[config.mk]
export PLATFORM = sky130hd
export DESIGN_NAME = branch_target_buffer
export DESIGN_NICKNAME = d
export VERILOG_FILES = /design/src/rtl/branch_target_buffer_pkg.sv /design/src/rtl/btb_array.sv /design/src/rtl/branch_target_buffer.sv
export SDC_FILE = /design/constraint.sdc
export NUM_CORES = 2
export LEC_CHECK = 0
export ABC_AREA = 1
export CORE_ASPECT_RATIO = 1.2
export CORE_MARGIN = 3
export CORE_UTILIZATION = 30
export DETAILED_ROUTE_END_ITERATION = 8
export PLACE_DENSITY = 0.54
export SLEW_MARGIN = 20
export SYNTH_ARGS = -nofsm -noshare
export SYNTH_HDL_FRONTEND = slang
export SYNTH_SLANG_ARGS = --single-unit
[constraint.sdc]
create_clock -name clk -period 9.9 [get_ports clk]
set_input_delay 1.485 -clock clk [delete_from_list [all_inputs] [get_ports clk]]
set_output_delay 1.485 -clock clk [all_outputs]
set_load 0.02 [all_outputs]
[src/rtl/branch_target_buffer_pkg.sv]
// Shared branch-prediction types: 2-bit direction counter encoding, its
// next-state function, and the BTB entry layout. Also used by execute-stage
// mispredict logic so both ends agree on the counter encoding.
// Pure declarations; no latency, no backpressure.
package branch_target_buffer_pkg;

    // Width of the tag/target fields held in an entry. Tags are stored
    // zero-extended into this width, so any XLEN up to this value fits.
    localparam int BTB_XLEN = 32;

    typedef logic [1:0] ctr_t;

    localparam ctr_t NTS = 2'b00;   // not taken, strong
    localparam ctr_t NTW = 2'b01;   // not taken, weak
    localparam ctr_t TW  = 2'b10;   // taken, weak
    localparam ctr_t TS  = 2'b11;   // taken, strong

    typedef struct packed {
        logic                valid;
        logic [BTB_XLEN-1:0] tag;
        logic [BTB_XLEN-1:0] target;
        ctr_t                ctr;
    } btb_entry_t;

    // Counter advance on a resolved branch. Note the asymmetry: a weakly
    // not-taken branch that turns out taken jumps straight to strong taken,
    // and any not-taken outcome below TS collapses to strong not-taken.
    function automatic ctr_t next_ctr(ctr_t cur, logic taken);
        ctr_t nxt;
        nxt = cur;
        if (taken) begin
            case (cur)
                NTS:     nxt = NTW;
                default: nxt = TS;
            endcase
        end else begin
            case (cur)
                TS:      nxt = TW;
                default: nxt = NTS;
            endcase
        end
        return nxt;
    endfunction

endpackage

[src/rtl/btb_array.sv]
// BTB storage: ENTRIES x btb_entry_t, two combinational read ports (fetch
// lookup and execute update), one synchronous write port, bulk valid clear.
// Reads 0 cycles; writes visible next cycle; always accepts, no backpressure.
// Ports: clk, rst_n (sync, active-low), clr_valid, lk_idx/lk_entry,
//        up_idx/up_entry, wr_en/wr_idx/wr_entry.
module btb_array
    import branch_target_buffer_pkg::*;
#(
    parameter int ENTRIES = 16,
    localparam int IDX_W  = $clog2(ENTRIES)
) (
    input  logic             clk,
    input  logic             rst_n,
    input  logic             clr_valid,
    input  logic [IDX_W-1:0] lk_idx,
    output btb_entry_t       lk_entry,
    input  logic [IDX_W-1:0] up_idx,
    output btb_entry_t       up_entry,
    input  logic             wr_en,
    input  logic [IDX_W-1:0] wr_idx,
    input  btb_entry_t       wr_entry
);

    btb_entry_t mem [ENTRIES];

    assign lk_entry = mem[lk_idx];
    assign up_entry = mem[up_idx];

    // Reset beats clear beats write: a write arriving with a clear is dropped.
    // Clear touches only valid bits; target and counter survive a flush.
    always_ff @(posedge clk) begin
        if (!rst_n) begin
            for (int i = 0; i < ENTRIES; i++) begin
                mem[i] <= '0;
            end
        end else if (clr_valid) begin
            for (int i = 0; i < ENTRIES; i++) begin
                mem[i].valid <= 1'b0;
            end
        end else if (wr_en) begin
            mem[wr_idx] <= wr_entry;
        end
    end

endmodule

[src/rtl/branch_target_buffer.sv]
// Direct-mapped branch target buffer with 2-bit direction counters; predicts
// the next fetch PC and learns from execute-stage resolved branches.
// Lookup 0 cycles; updates visible next cycle; update port never stalls.
// Ports: clk, rst_n (sync, active-low), flush, if_pc -> pred_hit, pred_taken,
//        pred_next_pc; upd_valid, upd_pc, upd_taken, upd_target.
// Option: BTB_BYPASS_EN forwards a same-cycle update at the same PC to the
//        lookup outputs.
module branch_target_buffer
    import branch_target_buffer_pkg::*;
#(
    parameter int ENTRIES = 16,
    parameter int XLEN    = BTB_XLEN,
    localparam int IDX_W  = $clog2(ENTRIES)
) (
    input  logic            clk,
    input  logic            rst_n,
    input  logic            flush,
    input  logic [XLEN-1:0] if_pc,
    output logic            pred_hit,
    output logic            pred_taken,
    output logic [XLEN-1:0] pred_next_pc,
    input  logic            upd_valid,
    input  logic [XLEN-1:0] upd_pc,
    input  logic            upd_taken,
    input  logic [XLEN-1:0] upd_target
);

    logic [IDX_W-1:0]    lk_idx;
    logic [IDX_W-1:0]    up_idx;
    logic [BTB_XLEN-1:0] lk_tag;
    logic [BTB_XLEN-1:0] up_tag;
    btb_entry_t          lk_entry;
    btb_entry_t          up_entry;
    btb_entry_t          wr_entry;
    btb_entry_t          sel_entry;
    logic                wr_en;
    logic                upd_hit;

    // Instruction-aligned PCs: bits [1:0] never take part in index or tag.
    assign lk_idx = if_pc[IDX_W+1:2];
    assign up_idx = upd_pc[IDX_W+1:2];
    assign lk_tag = BTB_XLEN'(if_pc[XLEN-1:IDX_W+2]);
    assign up_tag = BTB_XLEN'(upd_pc[XLEN-1:IDX_W+2]);

    logic unused_pc_lsbs;
    assign unused_pc_lsbs = ^{if_pc[1:0], upd_pc[1:0]};

    btb_array #(
        .ENTRIES (ENTRIES)
    ) u_array (
        .clk       (clk),
        .rst_n     (rst_n),
        .clr_valid (flush),
        .lk_idx    (lk_idx),
        .lk_entry  (lk_entry),
        .up_idx    (up_idx),
        .up_entry  (up_entry),
        .wr_en     (wr_en),
        .wr_idx    (up_idx),
        .wr_entry  (wr_entry)
    );

    assign upd_hit = up_entry.valid && (up_entry.tag == up_tag);

    // Hit: advance counter, refresh target only on taken.
    // Miss + taken: allocate over whatever lives at this index, start at TW.
    // Miss + not taken: leave the table alone.
    always_comb begin
        wr_en    = 1'b0;
        wr_entry = up_entry;
        if (upd_valid) begin
            if (upd_hit) begin
                wr_en        = 1'b1;
                wr_entry.ctr = next_ctr(up_entry.ctr, upd_taken);
                if (upd_taken) begin
                    wr_entry.target = BTB_XLEN'(upd_target);
                end
            end else if (upd_taken) begin
                wr_en           = 1'b1;
                wr_entry.valid  = 1'b1;
                wr_entry.tag    = up_tag;
                wr_entry.target = BTB_XLEN'(upd_target);
                wr_entry.ctr    = TW;
            end
        end
    end

    always_comb begin
        sel_entry = lk_entry;
`ifdef BTB_BYPASS_EN
        // Same word address means same index and tag, so the entry being
        // written is exactly the one being looked up. Flush and reset both
        // discard the write, so they must also kill the forward.
        if (rst_n && !flush && wr_en &&
            (upd_pc[XLEN-1:2] == if_pc[XLEN-1:2])) begin
            sel_entry = wr_entry;
        end
`endif
    end

    assign pred_hit     = sel_entry.valid && (sel_entry.tag == lk_tag);
    assign pred_taken   = pred_hit && sel_entry.ctr[1];
    assign pred_next_pc = pred_taken ? sel_entry.target[XLEN-1:0]
                                     : if_pc + XLEN'(4);

endmodule

==> impl_metrics.ini <==
[final_layout]
multi_input_area_mm2 = 0.02422
drive_gt1_share_pct = 10.38
nFillCells = 20460
layout_commonest_cell = nand2_1
largest_reg_flops = 1072
layout_common_cells = nand2_1 (1599), edfxtp_1 (1072), nor2_1 (1035), o21ai_0 (717), inv_1 (441)
area_growth_pct = 12.91
top_register = u_array.mem
seqCellArea_mm2 = 0.03219
final_nets = 7167
final_cell_area_mm2 = 0.06804
top_regs = u_array.mem (1072)

[yosys]
yosysWarningCount = 0
async_flop_share_pct = 0
synth-edff-count = 1072
synth_flop_cell = edfxtp_1
syn_avg_cell_area_um2 = 8.477
synth-seq-area-share_pct = 53.42
syn_inst = 7109
synthDistinctLibCells = 41
ys_ff_latch = 1072
syn_area_mm2 = 0.06026

[run]
drv_cap = 0

[critical_path]
path_buf_inv = 4
worstPathArrival_ns = 6.98
timing.rr.start = u_array.mem[3][44]$_SDFFCE_PN0P_
critPathKind = in -> out
path_max_fanout = 27
reg2reg_setup_slack_ns = 4.65
slowest_delay_ns = 0.87
path_common_cell = nand2_1
r2r_end = u_array.mem[6][22]$_SDFFCE_PN0P_
crit_family = simple AND/OR/NAND/NOR gates
reg2reg_depth = 18
cp-end-kind = output pin
crit_chain = clkdlybuf4s50_1 -> nand2_1 -> clkinv_2 -> nand2_1 -> nand2_1 -> inv_1 -> nand3_1 -> nand2_1 -> nand3_1 -> nor2_1 -> nand3_1 -> nor2_4 -> nand2_2 -> o21ai_0 -> clkdlybuf4s50_1
crit_required_ns = 8.42
critPathLaunchType = primary input
cp_slowest_cell = o21ai_0

[detailed_routing]
drc = 0
viasPerCell = 5.487
dr.pass1.iters = 6
totalWireLength_mm = 251.6
drt_iter0_markers = 6808
ant_nets = 0
vias = 53740
wl_per_cell_um = 25.69

[pwr]
pwr-share-comb_pct = 14.2
leakage_nw = 25.85
seqPwrFrac_pct = 47.1
p_int_mw = 7.961
peakVddDrop_mv = 0.1670
clock_power_share_pct = 38.7
p_sw_mw = 3.187
p_per_area_mw_per_mm2 = 163.8
p_sw_share_pct = 28.59

[floorplanning]
dieArea_mm2 = 0.2063
initial_utilization_pct = 30.30
die_w_um = 415.1
boundaryPins = 135
rows = 179
die_h_um = 497.0
core_area_mm2 = 0.1989

[timing]
period_share_pct = 85.53
final-setup-viol-count = 0
period_minus_slack_ns = 8.468
maxSlewHeadroom_pct = 21.33
slew_viol_final = 0
worst_pin_slew_ns = 1.180
rsz0062_at_grt = no
hold_viol_final = 0
fin_skew_ns = 0.06021
fmax_mhz = 118.1
setup_tns_ns = 0

[clock_tree]
cts_made_buffers = 118
cts_buffer_depth = 3
htreeDepth = 3
cts_tree = built
cts_setup_buffers = 0
cts.sinks = 1072
cts-resized-gates = 0
path_clk_slew_ns = 0.06
cts-root-buf = clkbuf_16
holdBufCountCts = 0
clkLatencyLatePin_ns = 0.79

[min_path]
min_to = u_array.mem[2][20]$_SDFFCE_PN0P_
worstHoldPathCells = 6
hp-start = u_array.mem[13][20]$_SDFFCE_PN0P_
worstHoldPathType = reg -> reg

[global_routing]
grt-ovfl-total = 0
antenna_found_initial = 15
grt.total_usage_pct = 23.45
grt_pass1_wl_mm = 355.3
grt_start_max_net_pins = 183
grt_pass1_vias = 51120

[place]
io_buffers = 132
hpwl_mm = 140.4
gp_congestion = 0.9210
place_area_mm2 = 0.06434

[run_status]
outcome = complete, no violations
## cells in the mapped netlist, types with 3 or more instances
cell type / instances / area share, %
nand3_4: 10 / 0.29
o22ai_1: 36 / 0.37
nand4_2: 4 / 0.083
o21bai_1: 4 / 0.050
nand4_1: 27 / 0.28
buf_1: 60 / 0.37
xor2_1: 26 / 0.38
o21ai_1: 79 / 0.66
nand3b_1: 3 / 0.037
nor2_2: 343 / 3.6
nand2_1: 1617 / 10
o21ai_0: 717 / 6.0
o211a_1: 8 / 0.13
a22oi_1: 126 / 1.6
buf_6: 39 / 0.73
clkinv_1: 5 / 0.031
a31oi_1: 6 / 0.062
a221oi_1: 25 / 0.36
nand3_1: 339 / 2.8
buf_4: 16 / 0.20
nor2_1: 1039 / 6.5
o211ai_1: 221 / 2.8
nor3_1: 28 / 0.23
buf_2: 171 / 1.4
inv_2: 8 / 0.050
inv_1: 445 / 2.8
edfxtp_1: 1072 / 53
a32o_1: 11 / 0.18
a21oi_1: 329 / 2.7
clkbuf_1: 283 / 1.8
## metrics by stage
| stage | power, mW | hold slack [ns] | worst slack [ns] | util (%) | std cells |
|---|---|---|---|---|---|
| floorplan | 6.249 | 0.8662 | 4.427 | - | 7204 |
| global placement | 6.871 | 0.8674 | 1.626 | 32.35 | 9569 |
| detailed placement | 6.887 | 0.8747 | 1.621 | 32.35 | 9569 |
| CTS | 11.16 | 0.8725 | 1.617 | 34.20 | 9784 |
| global route | 11.49 | 0.9712 | 1.234 | 34.20 | 9787 |
| finish | 11.15 | 0.8836 | 1.432 | 34.21 | 9794 |
## cell families after synthesis
group                    after synthesis  synth area share, %
AO/OA/AOI/OAI                       1564                14.86
XOR/XNOR                              26               0.3779
adder cells (fa/ha/maj)                1              0.02076
buffers and inverters               1029                7.381
flip-flops                          1072                53.42
other                                  1             0.006223
AND/OR/NAND/NOR                     3416                23.94
## per-layer routing
metal	part of all wire, %	up-vias	GRT usage [%]
met3	9.3	720	3.754
met4	6.2	6	13.48
met2	46	3067	38.63
met5	0.015	-	0
met1	38	26060	29.14
li1	-	23880	-
## how the worst max path moves through the flow
| stage | from | to | slack (ns) | depth (start not counted) |
|---|---|---|---|---|
| after global routing | if_pc[2] | pred_next_pc[4] | 1.23 | 17 |
| after detailed placement | if_pc[2] | pred_next_pc[26] | 1.62 | 16 |
| final | if_pc[5] | pred_next_pc[8] | 1.43 | 15 |
| after global placement | if_pc[2] | pred_next_pc[8] | 1.63 | 16 |
| after floorplan | if_pc[3] | pred_next_pc[16] | 4.43 | 17 |
| after CTS | if_pc[2] | pred_next_pc[26] | 1.62 | 16 |
## worst reg2reg max path: stages (launching register included)
cell      delay [ns]
edfxtp_1        0.38
nand2_1         0.07
o21ai_1         0.08
nand2_1         0.10
nand2_1         0.07
nand2_1         0.06
nand2_1         0.11
nor2_1          0.20
nor2_1          0.06
nor2_1          0.28
nand2_1         0.15
nor2_1          0.16
nand2_1         0.08
nor2_1          0.36
nand2_1         0.17
nand2_4         0.40
nand3_4         0.61
nand2_4         1.05
buf_4           0.47
## layout make-up
type,count,share of cell area (%)
well taps,2624,4.825
repair buffers,311,4.251
clock inverters,67,0.8974
inverters,459,2.578
flip-flops and latches,1072,47.31
multi-input cells,5103,35.60
clock buffers,148,4.505
diodes,10,0.03678
## power by group through the flow
stage / clock network (mW) / logic, mW / registers [mW]
final: 4.32 / 1.58 / 5.25
after CTS: 4.36 / 1.55 / 5.25
after floorplan: 0 / 0.919 / 5.33
after global placement: 0 / 1.54 / 5.33
after global routing: 4.53 / 1.69 / 5.26
after detailed placement: 0 / 1.55 / 5.34
Power figures use the tool's default switching activity.
